**config.mk**
```make
export PLATFORM = sky130hd
export DESIGN_NAME = mul_rs_dispatch
export DESIGN_NICKNAME = d
export VERILOG_FILES = /design/src/rtl/mul_rs_dispatch.sv
export SDC_FILE = /design/constraint.sdc
export NUM_CORES = 1
export LEC_CHECK = 0
export ABC_AREA = 1
export CAP_MARGIN = 0
export CORE_MARGIN = 2
export CORE_UTILIZATION = 59
export CTS_CLUSTER_DIAMETER = 30
export DETAILED_ROUTE_END_ITERATION = 8
export PLACE_DENSITY = 0.85
export SKIP_LAST_GASP = 1
export SLEW_MARGIN = 20
export SYNTH_ARGS = -nofsm -noshare
export SYNTH_HDL_FRONTEND = slang
export SYNTH_SLANG_ARGS = --single-unit
```
**constraint.sdc**
```tcl
create_clock -name clk1 -period 4.9 [get_ports clk1]
set_input_delay 0.49 -clock clk1 [delete_from_list [all_inputs] [get_ports clk1]]
set_output_delay 0.49 -clock clk1 [all_outputs]
set_load 0.02 [all_outputs]
```
**src/rtl/mul_rs_dispatch.sv**
```systemverilog
// mul_rs_dispatch: mul/div reservation station with age-ordered registered dispatch; define MUL_RS_CDB_BYPASS_EN to capture a same-cycle CDB result at issue
module mul_rs_dispatch #(
    parameter int NUM_ENTRIES = 3,
    parameter int DATA_W = 8,
    parameter int TAG_W = 3,
    parameter int REG_W = 4,
    localparam int IDX_W = $clog2(NUM_ENTRIES),
    localparam int OCC_W = $clog2(NUM_ENTRIES + 1)
) (
    input  logic                clk1,
    input  logic                rst,
    input  logic                iss_valid,
    output logic                iss_ready,
    input  logic [3:0]          iss_func,
    input  logic [REG_W-1:0]    iss_rd,
    input  logic [TAG_W-1:0]    iss_rob,
    input  logic                iss_s1_rdy,
    input  logic [DATA_W-1:0]   iss_s1_val,
    input  logic [TAG_W-1:0]    iss_s1_tag,
    input  logic                iss_s2_rdy,
    input  logic [DATA_W-1:0]   iss_s2_val,
    input  logic [TAG_W-1:0]    iss_s2_tag,
    input  logic                cdb_valid,
    input  logic [TAG_W-1:0]    cdb_tag,
    input  logic [2*DATA_W-1:0] cdb_data,
    input  logic                ex_busy,
    input  logic                ex_done,
    input  logic [IDX_W-1:0]    ex_done_idx,
    output logic                ex_b,
    output logic [IDX_W-1:0]    ex_rs_index,
    output logic [DATA_W-1:0]   ex_rs1_data,
    output logic [DATA_W-1:0]   ex_rs2_data,
    output logic [3:0]          ex_func,
    output logic [REG_W-1:0]    ex_rd,
    output logic [TAG_W-1:0]    ex_rob_ind,
    output logic [OCC_W-1:0]    occupancy,
    output logic                illegal_func
);
    typedef enum logic [1:0] {FREE, WAIT, READY, EXEC} state_e;
    typedef struct packed {
        state_e             st;
        logic [3:0]         func;
        logic [REG_W-1:0]   rd;
        logic [TAG_W-1:0]   rob;
        logic               r1;
        logic               r2;
        logic [DATA_W-1:0]  v1;
        logic [DATA_W-1:0]  v2;
        logic [TAG_W-1:0]   t1;
        logic [TAG_W-1:0]   t2;
    } ent_t;
    typedef struct packed {
        logic               b;
        logic [IDX_W-1:0]   idx;
        logic [DATA_W-1:0]  d1;
        logic [DATA_W-1:0]  d2;
        logic [3:0]         func;
        logic [REG_W-1:0]   rd;
        logic [TAG_W-1:0]   rob;
        logic               ill;
        logic [OCC_W-1:0]   occ;
    } out_t;
    ent_t ent_q [NUM_ENTRIES];
    ent_t ent_d [NUM_ENTRIES];
    logic [NUM_ENTRIES-1:0] older_q [NUM_ENTRIES];
    logic [NUM_ENTRIES-1:0] older_d [NUM_ENTRIES];
    logic [NUM_ENTRIES-1:0] oldest;
    out_t out_q, out_d;
    logic legal, free_any, alloc, dispatch, byp1, byp2;
    logic [IDX_W-1:0] alloc_idx, sel_idx;
    logic [DATA_W-1:0] cdb_lo;
    logic unused_cdb_hi;
    assign cdb_lo = cdb_data[DATA_W-1:0];
    assign unused_cdb_hi = ^cdb_data[2*DATA_W-1:DATA_W];
    assign iss_ready = free_any;
    assign ex_b = out_q.b;
    assign ex_rs_index = out_q.idx;
    assign ex_rs1_data = out_q.d1;
    assign ex_rs2_data = out_q.d2;
    assign ex_func = out_q.func;
    assign ex_rd = out_q.rd;
    assign ex_rob_ind = out_q.rob;
    assign occupancy = out_q.occ;
    assign illegal_func = out_q.ill;
    always_comb begin
        legal = iss_func == 4'b0010 || iss_func == 4'b0011;
        free_any = 1'b0;
        alloc_idx = '0;
        for (int i = NUM_ENTRIES - 1; i >= 0; i--) begin
            if (ent_q[i].st == FREE) begin
                free_any = 1'b1;
                alloc_idx = IDX_W'(i);
            end
        end
        alloc = iss_valid && free_any && legal;
        oldest = '0;
        for (int i = 0; i < NUM_ENTRIES; i++) begin
            oldest[i] = ent_q[i].st == READY;
            for (int j = 0; j < NUM_ENTRIES; j++)
                if (j != i && ent_q[j].st == READY && older_q[j][i]) oldest[i] = 1'b0;
        end
        sel_idx = '0;
        for (int i = 0; i < NUM_ENTRIES; i++)
            if (oldest[i]) sel_idx = IDX_W'(i);
        dispatch = |oldest && !ex_busy && !out_q.b;
`ifdef MUL_RS_CDB_BYPASS_EN
        byp1 = cdb_valid && !iss_s1_rdy && iss_s1_tag == cdb_tag;
        byp2 = cdb_valid && !iss_s2_rdy && iss_s2_tag == cdb_tag;
`else
        byp1 = 1'b0;
        byp2 = 1'b0;
`endif
        out_d = out_q;
        out_d.b = dispatch;
        out_d.ill = iss_valid && !legal;
        if (dispatch) begin
            out_d.idx = sel_idx;
            out_d.d1 = ent_q[sel_idx].v1;
            out_d.d2 = ent_q[sel_idx].v2;
            out_d.func = ent_q[sel_idx].func;
            out_d.rd = ent_q[sel_idx].rd;
            out_d.rob = ent_q[sel_idx].rob;
        end
        for (int i = 0; i < NUM_ENTRIES; i++) begin
            ent_d[i] = ent_q[i];
            older_d[i] = older_q[i];
        end
        for (int i = 0; i < NUM_ENTRIES; i++) begin
            if (ent_q[i].st == WAIT && cdb_valid) begin
                if (!ent_q[i].r1 && ent_q[i].t1 == cdb_tag) begin
                    ent_d[i].r1 = 1'b1;
                    ent_d[i].v1 = cdb_lo;
                end
                if (!ent_q[i].r2 && ent_q[i].t2 == cdb_tag) begin
                    ent_d[i].r2 = 1'b1;
                    ent_d[i].v2 = cdb_lo;
                end
                if (ent_d[i].r1 && ent_d[i].r2) ent_d[i].st = READY;
            end
            if (dispatch && sel_idx == IDX_W'(i)) ent_d[i].st = EXEC;
            if (ex_done && ex_done_idx == IDX_W'(i) && ent_q[i].st == EXEC) begin
                ent_d[i].st = FREE;
                older_d[i] = '0;
                for (int j = 0; j < NUM_ENTRIES; j++) older_d[j][i] = 1'b0;
            end
            if (alloc && alloc_idx == IDX_W'(i)) begin
                ent_d[i].func = iss_func;
                ent_d[i].rd = iss_rd;
                ent_d[i].rob = iss_rob;
                ent_d[i].r1 = iss_s1_rdy || byp1;
                ent_d[i].r2 = iss_s2_rdy || byp2;
                ent_d[i].v1 = byp1 ? cdb_lo : iss_s1_val;
                ent_d[i].v2 = byp2 ? cdb_lo : iss_s2_val;
                ent_d[i].t1 = iss_s1_tag;
                ent_d[i].t2 = iss_s2_tag;
                ent_d[i].st = ent_d[i].r1 && ent_d[i].r2 ? READY : WAIT;
                older_d[i] = '0;
                for (int j = 0; j < NUM_ENTRIES; j++)
                    if (j != i) older_d[j][i] = 1'b1;
            end
        end
        out_d.occ = '0;
        for (int i = 0; i < NUM_ENTRIES; i++)
            if (ent_d[i].st != FREE) out_d.occ = out_d.occ + OCC_W'(1);
    end
    always_ff @(posedge clk1) begin
        if (rst) begin
            for (int i = 0; i < NUM_ENTRIES; i++) begin
                ent_q[i] <= '0;
                older_q[i] <= '0;
            end
            out_q <= '0;
        end else begin
            for (int i = 0; i < NUM_ENTRIES; i++) begin
                ent_q[i] <= ent_d[i];
                older_q[i] <= older_d[i];
            end
            out_q <= out_d;
        end
    end
endmodule

```
# Word level (Yosys, flattened, before mapping)

Memories as Yosys holds them, arrays and structs flattened. A register that Yosys moved wholly into a read port is not among the register bits.
Index checks and enable logic that the tools add are counted.

Flip-flop bits (word level): 6
Bits in writable memories: 120
Output and inout port bits: 34
Logic and storage cells: 174
Memories kept: 2

Memory list:

| name    | words | bits a word | read ports | clocked after Yosys merged registers in | write ports | RTL line | RTL |
|---|---|---|---|---|---|---|---|
| ent_q   | 3     | 37          | 4          | 1                                       | 3           | 63       | `ent_t ent_q [NUM_ENTRIES];` |
| older_q | 3     | 3           | 3          | 0                                       | 3           | 65       | `logic [NUM_ENTRIES-1:0] older_q [NUM_ENTRIES];` |

Add/sub/neg operators: 2
Equality and inequality tests: 23
Multiplexer cells: 81
Bitwise operators: 6
Reduce and logical (&&, ||, !) cells: 56

Operators by type and width:

| operator              | number |
|---|---|
| $mux W37              | 6 |
| $mux W18              | 3 |
| $mux W8               | 6 |
| $mux W1               | 38 |
| $mux W2               | 19 |
| $logic_and A1 B1 Y1   | 36 |
| $mux W3               | 9 |
| $eq A2 B2 Y1 const B  | 9 |
| $eq A3 B3 Y1          | 6 |
| $eq A2 B1 Y1 const B  | 6 |
| $logic_not A2 Y1      | 6 |
| $logic_not A1 Y1      | 9 |
| $eq A4 B2 Y1 const B  | 2 |
| $or A1 B1 Y1          | 6 |
| $reduce_bool A2 Y1    | 3 |
| $add A2 B1 Y2 const B | 2 |
| $reduce_or A3 Y1      | 1 |
| $logic_or A1 B1 Y1    | 1 |

# Longest topological paths before layout

Gate-level depths: netlist of the first run.
An unclocked memory read counts as a cell.

Depth after elaboration: 18
Gate-level depth with buffers: 19

# Worst setup path before layout of the first run

No wires, ideal clock.

Path kind: input to register
Start point: in iss_func[3]
End point: reg out_q (netlist bit occupancy[0])
Data arrival time: 1.950 ns
Setup slack: 2.838 ns
Stages on the path: 13
Cells stage by stage: nor3b_1 -> nand2_1 -> inv_1 -> nand3_2 -> inv_2 -> buf_2 -> nand2_1 -> nand3_1 -> ha_1 -> inv_1 -> nand4_1 -> nand2_1 -> nor2_1

Longest elaborated chain between the ends: 11
Elaborated cells on any way between the ends: 18

Ends and longest elaborated chain:

| item                  | RTL line | RTL |
|---|---|---|
| start, declared       | 14       | `input logic [3:0] iss_func,` |
| $eq A4 B2 Y1          | 86       | `legal = iss_func == 4'b0010 \|\| iss_func == 4'b0011;` |
| $logic_or A1 B1 Y1 *  | 86       |  |
| $logic_and A1 B1 Y1 * | 95       | `alloc = iss_valid && free_any && legal;` |
| $logic_and A1 B1 Y1   | 146      | `if (alloc && alloc_idx == IDX_W'(i)) begin` |
| $mux W37              | 146      |  |
| $reduce_bool A2 Y1    | 164      | `if (ent_d[i].st != FREE) out_d.occ = out_d.occ + OCC_W'(1);` |
| $mux W1               | 164      |  |
| $add A2 B1 Y2         | 164      |  |
| $mux W2               | 164      |  |
| $add A2 B1 Y2         | 164      |  |
| $mux W2 *             | 164      |  |
| end signal, assigned  | 178      | `out_q <= out_d;` |
| end, declared         | 68       | `out_t out_q, out_d;` |

Every way passes the cells marked *; elsewhere a longest branch is shown, timed or not.
A chain may end at the register's enable or synchronous reset.

==> results of run 1 <==
## final cells by class
class,instances,area (sq um),share of cell area [%]
Inverter,91,344,4.19
Sequential cell,150,3000,36.5
Clock buffer,19,443,5.39
Tap cell,143,179,2.18
Multi-Input combinational cell,664,3180,38.7
Timing Repair Buffer,91,896,10.9
Clock inverter,13,169,2.06
## sequential cells by signal, summed over array words and instances, names as in the netlist
signal and cells:
ent_q 111, ex_b 1, ex_func 4, ex_rd 4, ex_rob_ind 3, ex_rs1_data 8
ex_rs2_data 8, ex_rs_index 2, illegal_func 1, occupancy 2, older_q 6
## power breakdown
group	internal (mW)	switching [mW]	total (mW)
combinational	0.0730	0.0967	0.170
clock	0.822	0.541	1.36
sequential	1.23	0.00653	1.24
total	2.13	0.644	2.77
## cells in the mapped netlist, drive strengths merged, types with 11 or more instances
library cell,count
nand2,274
dfxtp,150
nor2,112
inv,91
a21oi,73
o21ai,66
nand3,43
a31oi,31
buf,28
clkbuf,21
a221oi,11
xnor2,11
## critical path, delay by kind of cell (launching register included)
family | cells | cell delay (ns)
DFF | 1 | 0.46
buffers and inverters | 3 | 0.92
adders and majority gates | 1 | 0.23
and+or+nand+nor | 13 | 1.49
## path summary, 6_finish.rpt
path                                                 from                        end  cells after the start
worst max register to register    ent_q[2][35]$_SDFF_PP0_    occupancy[0]$_SDFF_PP0_                     17
worst min-delay path            ent_q[1][33]$_SDFFE_PP0P_  ent_q[1][33]$_SDFFE_PP0P_                      2
worst min register to register  ent_q[1][33]$_SDFFE_PP0P_  ent_q[1][33]$_SDFFE_PP0P_                      2
worst max-delay path              ent_q[2][35]$_SDFF_PP0_    occupancy[0]$_SDFF_PP0_                     17
## metrics by stage
| stage | hold slack (ns) | util, % |
|---|---|---|
| final | 0.440 | 72.6 |
| after global placement | 0.425 | 67.2 |
| after detailed placement | 0.432 | 67.2 |
| after floorplan | 0.418 | - |
| after global routing | 0.463 | 72.6 |
| after CTS | 0.439 | 72.6 |
## per-layer routing
metal / up-vias / share of wire [%] / track usage (%)
met5: - / 0 / 0
met2: 347 / 46 / 48.2
met3: 49 / 10 / 7.44
li1: 3224 / - / -
met4: 0 / 2.5 / 11.5
met1: 3049 / 41 / 38.6
## kinds of logic after synthesis
group                    Yosys count  share of synthesized area, %
flip-flops                       150                          44.3
adder cells (fa/ha/maj)            2                         0.369
buffers and inverters            140                          8.75
AND/OR/NAND/NOR                  446                          27.7
XOR/XNOR                          15                          1.94
AO/OA/AOI/OAI                    201                          16.9
==> out/qor.csv, run 1 <==
stage,metric,value,unit
pwr,Peak VDD IR,246,uV
layout,fin nets,1079,
floorplanning,# IOs,96,
sta,unrepaired setup endpoints after global routing,no,
worst_setup_path,slowest cell delay on critical path,0.70,ns
worst_setup_path,Worst setup SP type,register,
layout,FILL cells,871,
synthesis,ys async rst share,0,%
layout,most frequent cells in the layout,"nand2_1 (269), dfxtp_1 (150), nor2_1 (106)",
cts,Post-CTS Resized,0,
synthesis,cell taking the most area after synthesis,dfxtp_1,
sta,post-layout min period,3.23,ns
synthesis,"Seq/Total Area, Yosys",44.3,%
synthesis,"EDFF count, synth",0,
worst_setup_path,cell repeated most along the worst path,nand2_1,
layout,"most common cell after layout, fill and taps aside",nand2_1,
sta,crit share post-route,65.9,%
cts,Max Root-Sink Buffers,2,
sta,Setup TNS,0,ns
synthesis,Netlist Area Pre-Place,6780,sq um
pwr,leakage,3.22,nW
cts,clock root buffer,clkbuf_16,
flow_run,max-cap violations,0,
cts,CTS tree,yes,
global_routing,All-Layer GR Usage,29.8,%
worst_hold_path,Tightest Hold Check Type,reg -> reg,
cts,H-tree levels,4,
layout,Final Non-Filler Cells,1171,
placed_design,dpl cells,1139,
floorplanning,Die Footprint,12400,sq um
sta,Clock Skew,0.0124,ns
route,Antenna Nets Post-Route,0,
cts,CTS buffer count,17,
sta,FMAX,310,MHz
sta,max-slew violations,0,
worst_setup_path,WP data arrival,3.55,ns
sta,Slew @ Worst Pin,0.849,ns
placed_design,RePlAce Congestion,0.895,
synthesis,Synthesized Nets,1018,
cts,Worst-Skew Late Latency,0.44,ns
run_status,status,completed,
route,via count,6669,
worst_setup_path,CP max stage cell,inv_2,
synthesis,Yosys reg bits,150,
route,number of vias per cell,5.70,
route,Detailed Route WL,18.3,mm
placed_design,detailed placer's ending HPWL,11.2,mm
synthesis,Syn Area/Cell,7.11,sq um
synthesis,"Primary FF master, synth",dfxtp_1,
synthesis,post-synth top area share,44.3,%
floorplanning,die width,111,um
route,DRT iter0 DRCs,689,
worst_setup_path,"setup slack, reg-to-reg",1.67,ns
layout,Layout area overhead,21.2,%
pwr,"Power, Total",2.77,mW
pwr,Power Density,337,nW/um^2
global_routing,first-pass GRT wire length,29.8,mm
worst_setup_path,Worst EP required,5.23,ns
floorplanning,starting density of the core,59.9,%
global_routing,final global-route overflow total,0,
floorplanning,Die Ht,111,um
synthesis,Synth cell types,40,
layout,"Design Area, Final",8220,sq um
sta,final setup fails,0,
global_routing,largest net degree at the start of global routing,76,
floorplanning,Core Area,11300,sq um
sta,hold violation count in the final report,0,
synthesis,Ys Warns,0,
worst_setup_path,Critical Path End Type,register,
worst_setup_path,"Cell Chain, Critical Path",nor2_4 > nand2_1 > nand3_4 > nand2_4 > inv_4 > nand2_2 > nand3_2 > inv_2 > nand2_2 > nand2_1 > nand2_1 > nand3_2 > ha_1 > inv_1 > nand4_1 > nand2_1 > nor2_1,
cts,"CTS clk-pin slew, worst paths",0.06,ns
sta,Final Worst Setup Slack,1.67,ns
synthesis,top area cells in the synthesized netlist,"dfxtp_1 (44%), nand2_1 (15%), nor2_1 (5.9%), a21oi_1 (5.4%), o21ai_0 (4.7%)",
cts,hold_buf cts,0,
route,first drt pass iteration count,5,
cts,clk sinks,150,
placed_design,dpl ws,1.57,ns
floorplanning,Rows,39,
synthesis,cells after synthesis,954,
layout,layout cells sized above 1,6.32,%
route,DR WL/cell,15.6,um
worst_setup_path,WS Path Type,reg -> reg,
route,Remaining DRCs,0,
layout,Ant. Diodes,0,
placed_design,"Cell Area, Placed",7600,sq um
global_routing,antenna violations before repair,0,
worst_setup_path,CP max FO,48,
cts,number of setup buffers added after CTS,0,
placed_design,Port Buffers,87,
sta,relative slew slack,43.3,%
global_routing,vias in the first global route,6116,
Note: power is estimated with default switching activity, not from simulation.
==> run 2, diff against run 1 <==
Settings changed: CORE_UTILIZATION 59 to 55, PLACE_DENSITY 0.85 to 0.8.
Clock period 4.9 ns to 3.3 ns, I/O delays scaled along.
==> run 2 against run 1 <==
  * Non-clock buffer count increased by 8
  * Combinational power increased by 49%
  * Sequential power increased by 48%
  * Total power increased by 51%
  * Clock power increased by 54%
  * Critical path depth decreased by 2
  * Clock skew decreased by 0.0032 ns
  * Setup slack got worse by 1.1 ns
  * First-iteration DRC count increased by 2.0%
  * Global-route usage decreased by 0.31 points
  * Largest cell class unchanged
  * Largest power group unchanged
==> out/qor.csv, run 2 (synthesis gave the netlist of run 1 again) <==
stage,metric,value,unit,change
sta,post-layout min period,2.68,ns,was 3.23 ns
global_routing,first-pass GRT wire length,30.2,mm,was 29.8 mm
layout,Largest Register,ent_q,,unchanged
global_routing,largest net degree at the start of global routing,75,,was 76
route,Antenna Nets Post-Route,0,,unchanged
worst_setup_path,Worst R2R Start,ent_q[2][35]$_SDFF_PP0_,,unchanged
route,DR WL/cell,15.9,um,was 15.6 um
route,number of vias per cell,5.57,,was 5.70
cts,clk sinks,150,,unchanged
global_routing,antenna violations before repair,0,,unchanged
route,via count,6595,,was 6669
route,Remaining DRCs,0,,unchanged
worst_setup_path,CP max FO,18,,was 48
route,first drt pass iteration count,5,,unchanged
layout,max reg flops,111,,unchanged
placed_design,detailed placer's ending HPWL,11.8,mm,was 11.2 mm
layout,fin nets,1087,,was 1079
worst_setup_path,CP Launch Point,ent_q[2][35]$_SDFF_PP0_,,unchanged
cts,clock root buffer,clkbuf_16,,unchanged
layout,Layout area overhead,22.6,%,was 21.2%
floorplanning,Die Footprint,13200,sq um,was 12400 sq um
layout,"most common cell after layout, fill and taps aside",nand2_1,,unchanged
sta,max-slew violations,0,,unchanged
sta,crit share post-route,81.2,%,was 65.9%
worst_setup_path,Worst setup SP type,register,,unchanged
cts,hold_buf cts,0,,unchanged
route,DRT iter0 DRCs,703,,was 689
sta,relative slew slack,28.3,%,was 43.3%
worst_setup_path,"Cell Chain, Critical Path",nor2_4 > nand2_1 > nand3_4 > nand2_4 > inv_4 > nand2_2 > nand3_2 > o21ai_0 > nand2_1 > nand3_1 > ha_1 > inv_1 > nand4_1 > nand2_1 > nor2_1,,was nor2_4 > nand2_1 > nand3_4 > nand2_4 > inv_4 > nand2_2 > nand3_2 > inv_2 > nand2_2 > nand2_1 > nand2_1 > nand3_2 > ha_1 > inv_1 > nand4_1 > nand2_1 > nor2_1
pwr,Peak VDD IR,358,uV,was 246 uV
sta,hold slack,0.444,ns,was 0.440 ns
cts,CTS buffer count,17,,unchanged
sta,hold violation count in the final report,0,,unchanged
sta,Clock Skew,0.00919,ns,was 0.0124 ns
route,Detailed Route WL,18.8,mm,was 18.3 mm
cts,Max Root-Sink Buffers,2,,unchanged
layout,most frequent cells in the layout,"nand2_1 (269), dfxtp_1 (150), nor2_1 (106)",,unchanged
cts,number of setup buffers added after CTS,0,,unchanged
global_routing,vias in the first global route,6149,,was 6116
sta,Slew @ Worst Pin,1.08,ns,was 0.849 ns
worst_setup_path,WS Path Type,reg -> reg,,unchanged
layout,Ant. Diodes,0,,unchanged
cts,H-tree levels,4,,unchanged
floorplanning,starting density of the core,56.4,%,was 59.9%
run_status,status,completed,,unchanged
worst_setup_path,CP max stage cell,dfxtp_1,,was inv_2
floorplanning,# IOs,96,,unchanged
global_routing,final global-route overflow total,0,,unchanged
worst_setup_path,"CP delay by family, top",simple AND/OR/NAND/NOR gates,,unchanged
cts,CTS tree,yes,,unchanged
layout,FILL cells,1016,,was 871
cts,"CTS clk-pin slew, worst paths",0.06,ns,about the same
sta,Setup TNS,0,ns,unchanged
layout,Final Util,69.2,%,was 72.6%
sta,final setup fails,0,,unchanged
placed_design,Port Buffers,87,,unchanged
worst_setup_path,slowest cell delay on critical path,0.45,ns,was 0.70 ns
global_routing,All-Layer GR Usage,29.5,%,was 29.8%
worst_setup_path,WP data arrival,3.00,ns,was 3.55 ns
cts,Post-CTS Resized,0,,unchanged
floorplanning,Die Ht,115,um,was 111 um
cts,Worst-Skew Late Latency,0.43,ns,was 0.44 ns
floorplanning,Rows,40,,was 39
sta,unrepaired setup endpoints after global routing,no,,unchanged
placed_design,RePlAce Congestion,0.893,,was 0.895
worst_setup_path,Critical Path End Type,register,,unchanged
pwr,leakage,3.27,nW,was 3.22 nW
worst_setup_path,critical path buffer and inverter count,2,,was 3
layout,layout cells sized above 1,7.14,%,was 6.32%
worst_setup_path,Worst EP required,3.62,ns,was 5.23 ns
worst_hold_path,min-delay src,ent_q[2][34]$_SDFFE_PP0P_,,was ent_q[1][33]$_SDFFE_PP0P_
floorplanning,Core Area,12000,sq um,was 11300 sq um
worst_hold_path,Tightest Hold Check Type,reg -> reg,,unchanged
floorplanning,die width,115,um,was 111 um
flow_run,max-cap violations,0,,unchanged
pwr,Power Density,504,nW/um^2,was 337 nW/um^2
worst_setup_path,cell repeated most along the worst path,nand2_1,,unchanged
sta,FMAX,373,MHz,was 310 MHz
-- run 2: metrics by stage --
| stage | cell area [sq um] | setup slack (ns) | total power [mW] | cells |
|---|---|---|---|---|
| finish | 8310 | 0.619 | 4.19 | 1183 |
| global route | 8310 | 0.359 | 4.32 | 1183 |
| CTS | 8310 | 0.633 | 4.20 | 1183 |
| detailed placement | 7670 | 0.567 | 2.13 | 1151 |
| global placement | 7670 | 0.595 | 2.13 | 1151 |
| floorplan | 6780 | 1.28 | 2.01 | 954 |
-- run 2: path summary, 6_finish.rpt --
kind | end | slack, ns | cells after the start
worst min register to register | ent_q[2][34]$_SDFFE_PP0P_ | 0.44 | 2
worst min-delay path | ent_q[2][34]$_SDFFE_PP0P_ | 0.44 | 2
worst max-delay path | occupancy[0]$_SDFF_PP0_ | 0.62 | 15
worst max register to register | occupancy[0]$_SDFF_PP0_ | 0.62 | 15
-- run 2: area by class of cell --
type                            count  area (sq um)  share of cell area, %
Clock buffer                       20           467                   5.62
Clock inverter                     12           174                   2.09
Inverter                           91           344                   4.14
Multi-Input combinational cell    664          3180                   38.3
Sequential cell                   150          3000                   36.1
Tap cell                          147           184                   2.21
Timing Repair Buffer               99           956                   11.5
-- run 2: worst reg2reg max path: stages (launching register included) --
cell	delay, ns
dfxtp_1	0.45
nor2_4	0.09
nand2_1	0.11
nand3_4	0.12
nand2_4	0.21
inv_4	0.17
nand2_2	0.10
nand3_2	0.26
o21ai_0	0.29
nand2_1	0.13
nand3_1	0.14
ha_1	0.23
inv_1	0.07
nand4_1	0.09
nand2_1	0.07
nor2_1	0.05
-- run 2: where the power goes --
group | total (mW) | switching (mW) | internal [mW]
sequential | 1.84 | 0.00987 | 1.83
clock | 2.09 | 0.771 | 1.32
combinational | 0.254 | 0.144 | 0.110
total | 4.19 | 0.924 | 3.26
-- run 2: layer usage --
layer  routed length, um  global-route usage (%)
met1                7980                    36.5
met2                9070                    48.9
met3                1400                    8.28
met4                 388                    11.7
met5                   0                       0
==> variant 1, RTL diff (config.mk and constraints of run 2) <==
Build with the macro `MUL_RS_CDB_BYPASS_EN` defined.
--- a/src/rtl/mul_rs_dispatch.sv
+++ b/src/rtl/mul_rs_dispatch.sv
@@ -1,4 +1,6 @@
 // mul_rs_dispatch: mul/div reservation station with age-ordered registered dispatch; define MUL_RS_CDB_BYPASS_EN to capture a same-cycle CDB result at issue
+`define MUL_RS_CDB_BYPASS_EN
+
 module mul_rs_dispatch #(
     parameter int NUM_ENTRIES = 3,
     parameter int DATA_W = 8,
Behaviour: not the same (a bounded check fails within 4 cycles, from zero or initial values and one cycle with rst high).
==> variant 1 against run 2 <==
Power is 0.69% lower. Maximum frequency is 9.8% higher. Utilization shrank 1.8 points. Cell area grew 6.0%. Sequential share of layout area decreased by 2.1 points. Area after synthesis up 7.6%. Worst setup slack improved by 0.24 ns. First-iteration DRC count increased by 14%. Sequential cell count stayed put. Die area grew 7.4%. Wire length increased by 5.6%. Count of clock-buffer cells in the layout rose by 2. Via count grew 9.7%. Largest cell class unchanged.
==> variant 1: results (changes against run 2) <==
[status]
outcome = complete, no violations

[setup_path]
timing.rr.start = ent_q[1][35]$_SDFF_PP0_
r2r-end = occupancy[0]$_SDFF_PP0_
cp_max_fo = 37  ; +19
reg2reg_slack_ns = 0.86  ; +0.24 ns
cpPeakStageDelay_ns = 0.42  ; -0.03 ns
reg2regPathDepth = 14  ; -1
arrival_ns = 2.77  ; -0.23 ns

[synth]
synth_seq_cells = 150  ; unchanged
avgSynthCellArea_um2 = 6.87  ; -3.3%
synthTopCellsByCount = nand2_1 (285), dfxtp_1 (150), inv_1 (118), nor2_1 (105), nand3_1 (70)
syn_area_um2 = 7300  ; +7.6%
synth_flop_cell = dfxtp_1
syn_nets = 1126  ; +11%
ys_seq_area_frac = 0.412  ; -0.0314
yosys_warnings = 0  ; unchanged
synth_area_leaders = dfxtp_1 (41%), nand2_1 (15%), inv_1 (6.1%), nor2_1 (5.4%), nand3_1 (4.8%)

[grt]
grt_max_degree = 54  ; -28%
grt_pass1_wl_um = 32300  ; +6.8%
grt_usage = 0.288  ; -0.00777
grt_pass1_vias = 6503  ; +5.8%

[finish]
clk_share = 0.0686  ; -0.00851
multi_input_area_share = 0.397  ; +0.0138
inv_count = 133  ; +46%
nonClkBufAreaFrac = 0.112  ; -0.00314
n_clock_buffer = 22  ; +10%
drive_gt1_frac = 0.0876  ; +0.0161
largest_cell_class = multi-input combinational cells
num-nets-final = 1195  ; +9.9%
multi_input_cells = 726  ; +9.3%
diodes = 0  ; unchanged
num-nonclk-buffers = 103  ; +4.0%
fillers = 1124  ; +11%

[route]
vias_per_cell = 5.49  ; -1.6%
drt_iter0_drc = 801  ; +14%
route.vias.total = 7233  ; +9.7%
drt_pass1_iterations = 6  ; +1
routed_wire_length_per_instance_um = 15.1  ; -5.2%

[placed_design]
hpwl_um = 13000  ; +10%
post_dp_cell_area_um2 = 8210  ; +7.0%
place_ws_ns = 0.504  ; -0.0633 ns
dp_cells = 1288  ; +12%
gp_congestion = 0.952  ; +6.6%

[power]
power.leakage_nw = 3.83  ; +17%
power_density_nw_per_um2 = 472  ; -6.3%
max-vdd-ir-drop_uv = 284  ; -21%

[cts]
cts_root_buffer = clkbuf_16
htreeDepth = 4  ; unchanged
path_clk_slew_ns = 0.06  ; about the same

[min_path]
hold_class = register to register
min_from = ent_q[2][34]$_SDFFE_PP0P_

[sta]
whs_ns = 0.436  ; -0.00747 ns
worst_pin_slew_ns = 0.712  ; -0.364 ns
setup_tns_ns = 0  ; unchanged
fin_worst_skew_ns = 0.00683  ; -0.00236 ns

[variant 1: changes by cell type after synthesis, moves of 13 or more]
cell / change
o21ai_1: +30
o22ai_1: +13
nand2_1: +16
o211ai_1: +19
o21ai_0: -23
inv_1: +37
a21oi_1: -13
nand3_1: +32
a31oi_1: -28
[variant 1: worst min-delay path: stages, from the launching register on]
cell and delay (ns):
dfxtp_1 0.29, inv_1 0.05, nor3_1 0.04
[variant 1: logic make-up after synthesis]
logic type,count (synthesis),synth area share
buffers and inverters,186,0.109
AO/OA/AOI/OAI,199,0.163
XOR/XNOR,16,0.0192
flip-flops,150,0.412
adder cells (fa/ha/maj),2,0.00343
AND/OR/NAND/NOR,509,0.293
[variant 1: worst max path at each step]
| stage | startpoint | end | slack (ns) |
|---|---|---|---|
| after floorplan | ent_q[0][35]$_SDFF_PP0_ | occupancy[0]$_SDFF_PP0_ | 1.26 |
| after global placement | cdb_tag[0] | occupancy[0]$_SDFF_PP0_ | 0.52 |
| after detailed placement | cdb_tag[0] | occupancy[0]$_SDFF_PP0_ | 0.50 |
| after CTS | ent_q[1][35]$_SDFF_PP0_ | occupancy[0]$_SDFF_PP0_ | 0.90 |
| after global routing | cdb_tag[2] | occupancy[0]$_SDFF_PP0_ | 0.70 |
| final | ent_q[1][35]$_SDFF_PP0_ | occupancy[0]$_SDFF_PP0_ | 0.86 |
[variant 1: per-layer routing]
metal  part of all wire  GRT usage  vias to the layer above
li1                   -          -                     3548
met2               0.48      0.482                      300
met1               0.42      0.366                     3332
met3              0.068     0.0479                       53
met4              0.030      0.123                        0
met5                  0          0                        -
[variant 1: power breakdown]
group | internal [W] | switching (W) | total (W)
Sequential | 0.00183 | 0.00000877 | 0.00184
Combinational | 0.000123 | 0.000172 | 0.000295
Clock | 0.00128 | 0.000750 | 0.00203
==> variant 2, RTL diff (flow settings as in run 2) <==
Without the edit above. Make the reset (`rst`) asynchronous in one clocked block.
--- a/src/rtl/mul_rs_dispatch.sv
+++ b/src/rtl/mul_rs_dispatch.sv
@@ -163,7 +163,7 @@
         for (int i = 0; i < NUM_ENTRIES; i++)
             if (ent_d[i].st != FREE) out_d.occ = out_d.occ + OCC_W'(1);
     end
-    always_ff @(posedge clk1) begin
+    always_ff @(posedge clk1 or posedge rst) begin
         if (rst) begin
             for (int i = 0; i < NUM_ENTRIES; i++) begin
                 ent_q[i] <= '0;
Function: differs if rst is asserted again (counterexample within 4 cycles, from zero or initial values and one cycle with rst high); with rst held inactive, the same outputs for 4 cycles.
==> variant 2 against run 2 <==
Cell area up 4.9%. Synthesized cell count shrank 8.5%. Global-route usage down 2.0 points. Area after synthesis is 6.3% higher. Sequential cell count stayed put. Wire length down 2.2%. Worst hold slack lost 0.052 ns. Worst setup slack better by 0.41 ns. Highest routed layer unchanged.
Power is not compared: it rests on default switching activity, and its combinational part moved more than twofold at a synthesized area within 25%.
==> variant 2: results (changes against run 2) <==
[placed_design]
dp_cells = 1108  ; -3.7%
place_ws_ns = 0.773  ; +0.206 ns
gp_congestion = 0.853  ; -4.4%
hpwl_um = 12100  ; +2.4%
post_dp_cell_area_um2 = 8200  ; +6.9%
io_buffer_count = 87  ; unchanged

[grt]
grt_pass1_wl_um = 30300  ; +0.29%
grt_max_degree = 81  ; +8.0%
grt_pass1_vias = 6218  ; +1.1%
grt_usage = 0.275  ; -0.0201

[setup_path]
arrival_ns = 1.94  ; -1.06 ns
cp_top_family = buffers and inverters
cpPeakStageDelay_ns = 0.63  ; +0.18 ns
cp_max_fo = 5  ; -13
critPathSlowestCell = clkdlybuf4s50_1
reg2regPathDepth = 9  ; -6

[synth]
yosysUniqueCellTypes = 38  ; -5.0%
synth_flop_cell = dfrtp_1
avgSynthCellArea_um2 = 8.26  ; +16%
syn_nets = 937  ; -8.0%
synth_area_leaders = dfrtp_1 (52%), nand2_1 (18%), inv_1 (4.3%), o21ai_0 (3.5%), o211ai_1 (3.2%)
synthTopCellsByCount = nand2_1 (337), dfrtp_1 (150), inv_1 (82), o21ai_0 (50), nand3_1 (39)
ys_seq_area_frac = 0.521  ; +0.0778
async_flop_share = 1.00  ; +1.00
yosys_warnings = 0  ; unchanged

[status]
outcome = complete, no violations

[route]
drt_iter0_drc = 698  ; -0.71%
vias_per_cell = 5.46  ; -2.0%
routed_wire_length_per_instance_um = 16.2  ; +1.7%
wirelength_um = 18400  ; -2.2%
drt_pass1_iterations = 5  ; unchanged

[sta]
timing.slew.headroom = 0.666  ; +0.384
fin_worst_skew_ns = 0.00806  ; -0.00113 ns

[power]
power_density_nw_per_um2 = 912
power.leakage_nw = 4.17

[cts]
clkLatencyLatePin_ns = 0.43  ; about the same
htreeDepth = 4  ; unchanged
cts_setup_buffers = 0  ; unchanged

[min_path]
hold_class = input port to async pin

[finish]
drive_gt1_frac = 0.0798  ; +0.00836
num-nets-final = 1019  ; -6.3%
top_register = ent_q

-- variant 2: cell types whose count changed after synthesis, sizes merged, moves of 28 or more --
cell,run 2,this run
o211ai,3,31
dfrtp,0,150
nor2,112,42
a31oi,31,0
dfxtp,150,0
a21oi,73,12
nand2,274,340
-- variant 2: logic make-up (layout without fill, tap and decap cells) --
| family | Yosys count | in the layout | synth area share |
|---|---|---|---|
| AO/OA/AOI/OAI | 127 | 127 | 0.107 |
| flip-flops | 150 | 150 | 0.521 |
| buffers and inverters | 126 | 218 | 0.0752 |
| AND/OR/NAND/NOR | 455 | 455 | 0.278 |
| adder cells (fa/ha/maj) | 2 | 2 | 0.00347 |
| XOR/XNOR | 13 | 13 | 0.0158 |
-- variant 2: worst paths after layout --
| path | from | end | slack [ns] |
|---|---|---|---|
| max | ent_q[109]$_DFF_PP0_ | iss_ready | 1.03 |
| min | rst | ex_rob_ind[1]$_DFFE_PP0N_ | 0.39 |
| max reg2reg | ent_q[35]$_DFF_PP0_ | ex_rs1_data[6]$_DFFE_PP0N_ | 1.06 |
| min reg2reg | ent_q[69]$_DFFE_PP0P_ | ent_q[69]$_DFFE_PP0P_ | 0.45 |
| max in group asynchronous | rst | ent_q[35]$_DFF_PP0_ | 2.53 |
| min in group clk1 | ent_q[69]$_DFFE_PP0P_ | ent_q[69]$_DFFE_PP0P_ | 0.45 |
-- variant 2: cell type report --
type,instances,area (um2)
Multi-Input combinational cell,597,2910
Clock inverter,4,22.5
Sequential cell,150,3750
Fill cell,1072,4000
Inverter,93,355
Clock buffer,25,495
Tap cell,172,215
Timing Repair Buffer,96,963
-- variant 2: metal layers --
layer  global-route usage  up-vias  wire (um)
met5                    0        -          0
met4                0.122        0        473
met3               0.0574       40       1400
met2                0.452      272       8860
met1                0.353     2947       7690
li1                     -     2951          -
